**src/rtl/mem_port_arbiter_pkg.sv**
```systemverilog
// Shared encodings and defaults for the unified memory-port arbiter.
// Pure declarations; no logic, no latency.
package mem_port_arbiter_pkg;

  typedef enum logic [1:0] {
    ARB_IDLE    = 2'd0,
    ARB_BUSY_IF = 2'd1,
    ARB_BUSY_MA = 2'd2,
    ARB_RESP    = 2'd3
  } arb_state_e;

  localparam int unsigned ARB_STARVE_MAX_DEF  = 4;
  localparam int unsigned ARB_TIMEOUT_CYC_DEF = 255;

  // Bits needed to hold values 0..max_val inclusive.
  function automatic int unsigned cnt_w(input int unsigned max_val);
    return (max_val < 1) ? 1 : $clog2(max_val + 1);
  endfunction

endpackage

```
**src/rtl/mem_arb_pick.sv**
```systemverilog
// Grant selection for the shared memory port: data wins unless fetch has starved.
// Grants are combinational from the requests; the starve counter updates on a grant.
module mem_arb_pick
  import mem_port_arbiter_pkg::*;
#(
  parameter int unsigned STARVE_MAX = ARB_STARVE_MAX_DEF
) (
  input  logic iw_clk,
  input  logic iw_rst_n,
  input  logic iw_en,
  input  logic iw_if_req,
  input  logic iw_ma_req,
  output logic ow_gnt_if,
  output logic ow_gnt_ma
);

  localparam int unsigned SW = cnt_w(STARVE_MAX);

  logic [SW-1:0] starve_q, starve_d;
  logic          starved;

  always_comb begin
    starved   = (starve_q == SW'(STARVE_MAX));
    ow_gnt_if = iw_en & iw_if_req & (~iw_ma_req | starved);
    ow_gnt_ma = iw_en & iw_ma_req & ~ow_gnt_if;
    starve_d  = starve_q;
    if (ow_gnt_if) begin
      starve_d = '0;
    end else if (ow_gnt_ma) begin
      // Only data grants that overtake a waiting fetch count toward starvation.
      if (!iw_if_req) begin
        starve_d = '0;
      end else if (!starved) begin
        starve_d = starve_q + 1'b1;
      end
    end
  end

  always_ff @(posedge iw_clk or negedge iw_rst_n) begin
    if (!iw_rst_n) begin
      starve_q <= '0;
    end else begin
      starve_q <= starve_d;
    end
  end

endmodule

```
**src/rtl/mem_port_arbiter.sv**
```systemverilog
// Shares one memory port between fetch and data access, one transaction in flight.
// Request->mem_req 1 cycle, ready->ack 1 cycle; others stall until their own ack.
module mem_port_arbiter
  import mem_port_arbiter_pkg::*;
#(
  parameter int unsigned ADDR_W      = 24,
  parameter int unsigned DATA_W      = 24,
  parameter int unsigned STARVE_MAX  = ARB_STARVE_MAX_DEF,
  parameter int unsigned TIMEOUT_CYC = ARB_TIMEOUT_CYC_DEF
) (
  input  logic              iw_clk,
  input  logic              iw_rst_n,
  input  logic              iw_if_req,
  input  logic [ADDR_W-1:0] iw_if_addr,
  output logic              ow_if_ack,
  output logic [DATA_W-1:0] ow_if_rdata,
  input  logic              iw_ma_req,
  input  logic              iw_ma_we,
  input  logic [ADDR_W-1:0] iw_ma_addr,
  input  logic [DATA_W-1:0] iw_ma_wdata,
  output logic              ow_ma_ack,
  output logic [DATA_W-1:0] ow_ma_rdata,
  output logic              ow_mem_req,
  output logic              ow_mem_we,
  output logic [ADDR_W-1:0] ow_mem_addr,
  output logic [DATA_W-1:0] ow_mem_wdata,
  input  logic              iw_mem_ready,
  input  logic [DATA_W-1:0] iw_mem_rdata,
  output logic              ow_if_stall,
  output logic              ow_ma_stall,
  output logic              ow_timeout
);

  localparam int unsigned TO_W = cnt_w(TIMEOUT_CYC);

  arb_state_e        state_q, state_d;
  logic              mem_req_q, mem_req_d;
  logic              mem_we_q, mem_we_d;
  logic [ADDR_W-1:0] mem_addr_q, mem_addr_d;
  logic [DATA_W-1:0] mem_wdata_q, mem_wdata_d;
  logic              if_ack_q, if_ack_d;
  logic              ma_ack_q, ma_ack_d;
  logic [DATA_W-1:0] if_rdata_q, if_rdata_d;
  logic [DATA_W-1:0] ma_rdata_q, ma_rdata_d;
  logic              timeout_q, timeout_d;
  logic [TO_W-1:0]   to_cnt_q, to_cnt_d;

  logic arb_en;
  logic gnt_if, gnt_ma;
  logic to_hit;

  assign arb_en = (state_q == ARB_IDLE);
  // Current BUSY cycle is the TIMEOUT_CYC-th one without a ready.
  assign to_hit = (to_cnt_q == TO_W'(TIMEOUT_CYC - 1));

  mem_arb_pick #(
    .STARVE_MAX (STARVE_MAX)
  ) u_pick (
    .iw_clk    (iw_clk),
    .iw_rst_n  (iw_rst_n),
    .iw_en     (arb_en),
    .iw_if_req (iw_if_req),
    .iw_ma_req (iw_ma_req),
    .ow_gnt_if (gnt_if),
    .ow_gnt_ma (gnt_ma)
  );

  always_comb begin
    state_d     = state_q;
    mem_req_d   = mem_req_q;
    mem_we_d    = mem_we_q;
    mem_addr_d  = mem_addr_q;
    mem_wdata_d = mem_wdata_q;
    if_ack_d    = 1'b0;
    ma_ack_d    = 1'b0;
    if_rdata_d  = if_rdata_q;
    ma_rdata_d  = ma_rdata_q;
    timeout_d   = timeout_q;
    to_cnt_d    = to_cnt_q;

    case (state_q)
      ARB_IDLE: begin
        if (gnt_if) begin
          state_d     = ARB_BUSY_IF;
          mem_req_d   = 1'b1;
          mem_we_d    = 1'b0;
          mem_addr_d  = iw_if_addr;
          mem_wdata_d = '0;
        end else if (gnt_ma) begin
          state_d     = ARB_BUSY_MA;
          mem_req_d   = 1'b1;
          mem_we_d    = iw_ma_we;
          mem_addr_d  = iw_ma_addr;
          mem_wdata_d = iw_ma_wdata;
        end
      end

      ARB_BUSY_IF, ARB_BUSY_MA: begin
        to_cnt_d = to_cnt_q + 1'b1;
        if (iw_mem_ready) begin
          mem_req_d = 1'b0;
          state_d   = ARB_RESP;
          if (state_q == ARB_BUSY_IF) begin
            if_ack_d   = 1'b1;
            if_rdata_d = iw_mem_rdata;
          end else begin
            ma_ack_d = 1'b1;
            if (!mem_we_q) begin
              ma_rdata_d = iw_mem_rdata;
            end
          end
        end else if (to_hit) begin
          // Abort: complete the requester with zero data so the pipeline moves on.
          mem_req_d = 1'b0;
          timeout_d = 1'b1;
          state_d   = ARB_RESP;
          if (state_q == ARB_BUSY_IF) begin
            if_ack_d   = 1'b1;
            if_rdata_d = '0;
          end else begin
            ma_ack_d   = 1'b1;
            ma_rdata_d = '0;
          end
        end
      end

      ARB_RESP: begin
        state_d  = ARB_IDLE;
        to_cnt_d = '0;
      end

      default: begin
        state_d  = ARB_IDLE;
        to_cnt_d = '0;
      end
    endcase
  end

  always_ff @(posedge iw_clk or negedge iw_rst_n) begin
    if (!iw_rst_n) begin
      state_q     <= ARB_IDLE;
      mem_req_q   <= 1'b0;
      mem_we_q    <= 1'b0;
      mem_addr_q  <= '0;
      mem_wdata_q <= '0;
      if_ack_q    <= 1'b0;
      ma_ack_q    <= 1'b0;
      if_rdata_q  <= '0;
      ma_rdata_q  <= '0;
      timeout_q   <= 1'b0;
      to_cnt_q    <= '0;
    end else begin
      state_q     <= state_d;
      mem_req_q   <= mem_req_d;
      mem_we_q    <= mem_we_d;
      mem_addr_q  <= mem_addr_d;
      mem_wdata_q <= mem_wdata_d;
      if_ack_q    <= if_ack_d;
      ma_ack_q    <= ma_ack_d;
      if_rdata_q  <= if_rdata_d;
      ma_rdata_q  <= ma_rdata_d;
      timeout_q   <= timeout_d;
      to_cnt_q    <= to_cnt_d;
    end
  end

  assign ow_mem_req   = mem_req_q;
  assign ow_mem_we    = mem_we_q;
  assign ow_mem_addr  = mem_addr_q;
  assign ow_mem_wdata = mem_wdata_q;
  assign ow_if_ack    = if_ack_q;
  assign ow_ma_ack    = ma_ack_q;
  assign ow_if_rdata  = if_rdata_q;
  assign ow_ma_rdata  = ma_rdata_q;
  assign ow_timeout   = timeout_q;

  assign ow_if_stall  = iw_if_req & ~if_ack_q;
  assign ow_ma_stall  = iw_ma_req & ~ma_ack_q;

endmodule

```
**config.mk**
```make
export PLATFORM = sky130hd
export DESIGN_NAME = mem_port_arbiter
export DESIGN_NICKNAME = d
export VERILOG_FILES = /design/src/rtl/mem_port_arbiter_pkg.sv /design/src/rtl/mem_arb_pick.sv /design/src/rtl/mem_port_arbiter.sv
export SDC_FILE = /design/constraint.sdc
export NUM_CORES = 1
export LEC_CHECK = 0
export BUFFER_PORTS_ARGS = -buffer_cell sky130_fd_sc_hd__buf_2
export CORE_AREA = 5 5 108 110
export DETAILED_ROUTE_END_ITERATION = 10
export DIE_AREA = 0 0 113 115
export PLACE_DENSITY_LB_ADDON = 0.25
export SYNTH_ARGS = -nofsm -noshare
export SYNTH_HDL_FRONTEND = slang
export SYNTH_SLANG_ARGS = --single-unit
```
**constraint.sdc**
```tcl
create_clock -name iw_clk -period 2.6 [get_ports iw_clk]
set_input_delay 0.52 -clock iw_clk [delete_from_list [all_inputs] [get_ports iw_clk]]
set_output_delay 0.52 -clock iw_clk [all_outputs]
set_load 0.03 [all_outputs]
```
After elaboration in Yosys (flattened, before gate mapping)
Cells that the tools add are included. W data, S select, Z words.

Register bits after elaboration: 114. Input bits: 102. Word-level logic and storage cells: 87.

Add/sub/neg operators: 2. Eq/ne operators: 9. Mux-type cells: 38. Bitwise operators: 13. Reductions and logical operators: 13.

Operators with widths (number): $mux W24 (13); $pmux W8 S2 (1); $mux W1 (14); $mux W3 (4); $ne A3 B3 Y1 const B (3); $reduce_and A3 Y1 (3); $add A8 B1 Y8 const B (1); $eq A8 B8 Y1 const B (1); $mux W2 (4); $reduce_bool A2 Y1 (4); $and A1 B1 Y1 (6); $not A1 Y1 (6); $pmux W2 S3 (1); $reduce_and A2 Y1 (3); $eq A2 B2 Y1 const B (2); $reduce_and A4 Y1 (1); $add A3 B1 Y3 const B (1); $eq A3 B3 Y1 const B (1); $eq A2 B1 Y1 const B (1); $logic_not A2 Y1 (1); $ne A2 B2 Y1 const B (1); $pmux W1 S2 (1); $reduce_or A2 Y1 (1); $or A1 B1 Y1 (1).

Longest topological paths before layout
Depth in word-level cells: 8. Mapped depth: 7. Gate-level depth less buffers: 6.

Hierarchy
Synthesis repeated with hierarchy kept, for this count alone.

Cell total of the unflattened synthesis: 428. Area, all modules: 5088.6 sq um.

Modules (own cells, without submodules): mem_port_arbiter (instances 1, cells an instance 408, area each 4889.7 sq um, sequential area each 2777.7 sq um); mem_arb_pick (instances 1, cells an instance 20, area each 198.9 sq um, sequential area each 75.1 sq um).

Worst setup path after synthesis
Ideal clock, no wire load.

Kind: register -> register. From: register state_q[0]. To: register ma_rdata_q[0] (netlist: ow_ma_rdata[0]). Library setup time: 0.121 ns. Arrival time: 1.697 ns. Required time: 2.479 ns. Path slack: 0.782 ns. Stages on the path, launching flop included: 8. Cells stage by stage: dfrtp_1 inv_1 ha_1 and2b_1 and2b_1 buf_4 a22o_1 a22o_1.

Word-level cells in the longest chain between the ends: 3. Elaborated cells between the ends (all ways): 5.

RTL lines: start, declared (line mem_port_arbiter.sv:36) `arb_state_e state_q, state_d;`; start signal, assigned (line mem_port_arbiter.sv:153) `state_q <= state_d;`; $eq A2 B1 Y1 / $eq A2 B2 Y1 (equally long branches) (line mem_port_arbiter.sv:81, mem_port_arbiter.sv:103, mem_port_arbiter.sv:117); $reduce_or A2 Y1 / $not A1 Y1 (equally long branches); $reduce_and A4 Y1 (no source line) (*); end signal, assigned (line mem_port_arbiter.sv:161) `ma_rdata_q <= ma_rdata_d;`; end, declared (line mem_port_arbiter.sv:44) `logic [DATA_W-1:0] ma_rdata_q, ma_rdata_d;`.

Every way passes the cells marked *; elsewhere a longest branch is shown, timed or not. A chain may end at the register's enable or synchronous reset.

Worst setup path after layout
From: register state_q[0]. To: register ma_rdata_q[17] (netlist: ow_ma_rdata[17]).

The elaborated chain is that of the path after synthesis.

==> metrics.txt <==
Ys Warns=0; WP data required=3.04 ns; first-pass GRT wire length=20200 um; Post-CTS Setup Bufs=0; Cells on Worst Hold Path=2; setup violators final=0; GR Util All Layers=19.7%; Fmax=434 MHz; CTS resizes=0; Die ar.=13000 um^2; CP max FO=23; Placer Congestion=0.872; clock root buffer master=clkbuf_8; 1st-iter DRT viols=214; max-cap violations=0; CP Capture Type=register; average size of a mapped cell=12.3 um^2; Final Util=62.6%; 1st-pass router iterations=4; Layout area overhead=34.9%; clock buffer depth=2; pin count of the biggest net entering global routing=63; CTS tree=yes; Core Box Area=10600 um^2; FF+latch area=2850 um^2; initial core utilization=46.4%; ant diodes=0; critical path depth in cells=6; Final nets=711; Die X-Extent=113 um; clock-pin slew on the worst setup and hold paths=0.06 ns; Core Rows=38; CTS buffer count=17; slowest stage delay, CP=0.71 ns; CP bufs+invs=1; slew of the pin with the lowest slew margin=1.00 ns; Fillers=839; drt total wl=13000 um; unrepaired setup endpoints after global routing=no; Gate Count Post-Synth=400; chip height=115 um; most frequent cells in the layout=buf_2 (203), dfrtp_1 (114), a22o_1 (96), nand2_1 (36), mux2i_1 (25); worst min path class=in2reg; crit share post-route=88.6%; Seq/Total Area, Yosys=58.0%; endpoints failing hold=0; GR Overflow Total=0; number of port buffers=204; Yosys cell types=39; Post-Synthesis Cell Area=4920 um^2; multi-input logic area=1870 um^2; CP Class=reg2reg; worst slack, placed=0.307 ns; hpwl dp=9290 um; leak pwr=0.00340 uW; largest cells by area after synthesis=dfrtp_1 (58%), a22o_1 (17%), mux2i_1 (5.1%); Worst Skew=0.00688 ns; synthesis-stage register bit count=114; Routed Antenna Nets=0; critical path cell sequence=inv_1 > ha_1 > and2b_1 > and2b_1 > a22o_1 > a22o_1; pins over their slew limit=0; Max IR drop VDD=0.000769 V; share of post-route cells with drive strength above 1=41.2%; number of H-tree levels=4; commonest non-fill, non-tap cell in the layout=buf_2; final worst slack=0.296 ns; slowest CP cell=and2b_1; wire per inst=17.2 um; CP top delay family=simple AND/OR/NAND/NOR gates; overall via count from detail_route=3977; Slew headroom=33.3%; Pwr per Cell Area=1470 nW/um^2; clock sink count=114; initial antenna violation count=0; number of cells on the worst reg-to-reg path=6; DRC=0; Critical Path AT=2.74 ns; vias in the first global route=4055; share of Yosys cell area claimed by the top area cell type=58.0%; Top-Level Pins=205; status=completed; Net Count, Synth=510; setup tns final=0 ns; cell taking the most area after synthesis=dfrtp_1; Setup crit start kind=register; Worst-Skew Late Latency=0.50 ns; Vias/cell=5.27; Tmin final=2.30 ns
==> final cells by class <==
cell class	count	share of cell area, %
flip-flops and latches	114	43.0
clock buffers	17	6.24
repair buffers	212	16.7
multi-input cells	247	28.2
clock inverters	15	2.75
inverters	9	0.509
well taps	140	2.64
==> cell usage after synthesis (all sizes together) <==
| cell type | instances |
|---|---|
| dfrtp | 114 |
| a22o | 96 |
| nand2 | 37 |
| o21ai | 34 |
| mux2i | 25 |
| buf | 17 |
| clkbuf | 13 |
| inv | 9 |
| ha | 8 |
| nor2 | 6 |
| a21oi | 5 |
| nand3 | 4 |
| mux2 | 3 |
| nor2b | 3 |
| nor3 | 3 |
| a21o | 2 |
| and2b | 2 |
| and3 | 2 |
| nand2b | 2 |
| nand4 | 2 |
| o21bai | 2 |
| o31ai | 2 |
| or3 | 2 |
| a31oi | 1 |
| a32o | 1 |
| nand3b | 1 |
| nand4b | 1 |
| nor3b | 1 |
| o41ai | 1 |
| xor2 | 1 |
==> logic make-up (layout without fill, tap and decap cells) <==
| group | after synthesis | count (layout) | share of synthesized area (%) |
|---|---|---|---|
| AOI/OAI and AO/OA | 144 | 144 | 22.9 |
| buffers and inverters | 39 | 253 | 4.27 |
| muxes | 28 | 28 | 5.77 |
| DFF | 114 | 114 | 58.0 |
| xor gates and xnor gates | 1 | 1 | 0.178 |
| and+or+nand+nor | 66 | 66 | 6.84 |
| adders and majority gates | 8 | 8 | 2.03 |
==> metrics by stage <==
| step | area (um^2) | cells | total power (uW) | hold slack (ns) |
|---|---|---|---|---|
| 3_5_place_dp | 6030 | 721 | 7490 | 0.471 |
| 6_report | 6640 | 754 | 9760 | 0.235 |
| 3_3_place_gp | 6030 | 721 | 7340 | 0.463 |
| 2_1_floorplan | 4920 | 400 | 6230 | 0.224 |
| 5_1_grt | 6640 | 754 | 10300 | 0.220 |
| 4_1_cts | 6640 | 754 | 9830 | 0.208 |
==> routing by layer <==
layer	GRT usage [%]	wire (um)	up-vias
met2	32.7	6150	181
met4	5.77	119	0
met5	0	0	-
met3	7.32	1330	12
li1	-	-	1893
met1	24.1	5390	1891
==> path summary, 6_finish.rpt <==
kind	startpoint	end	slack [ns]
min in group asynchronous	iw_rst_n	ow_mem_wdata[0]$_DFFE_PN0P_	0.53
hold / removal	iw_ma_wdata[20]	ow_mem_wdata[20]$_DFFE_PN0P_	0.23
setup reg to reg	state_q[0]$_DFFE_PN0P_	ow_ma_rdata[17]$_DFFE_PN0P_	0.30
max in group asynchronous	iw_rst_n	ow_mem_addr[13]$_DFFE_PN0P_	1.34
setup / recovery	state_q[0]$_DFFE_PN0P_	ow_ma_rdata[17]$_DFFE_PN0P_	0.30
hold reg to reg	ow_mem_addr[17]$_DFFE_PN0P_	ow_mem_addr[17]$_DFFE_PN0P_	0.48
==> power by group <==
| part | switching, uW | total [uW] | internal (uW) |
|---|---|---|---|
| clock | 837 | 2300 | 1470 |
| sequential | 485 | 3030 | 2540 |
| combinational | 2850 | 4420 | 1570 |
| total | 4170 | 9760 | 5580 |
==> flip-flops by register name, indices dropped and copies added (netlist names) <==
register         flops
ow_mem_wdata        24
state_q              2
ow_ma_ack            1
ow_mem_addr         24
ow_if_ack            1
ow_mem_we            1
ow_timeout           1
ow_mem_req           1
to_cnt_q             8
u_pick.starve_q      3
ow_ma_rdata         24
ow_if_rdata         24
==> timing repair <==
action / 4_1_cts / 5_1_grt
hold buffers: 1 / 0
endpoints found under the hold margin: 34 / 0
endpoints found under the setup margin: 0 / 0
(Power assumes the default switching activity.)
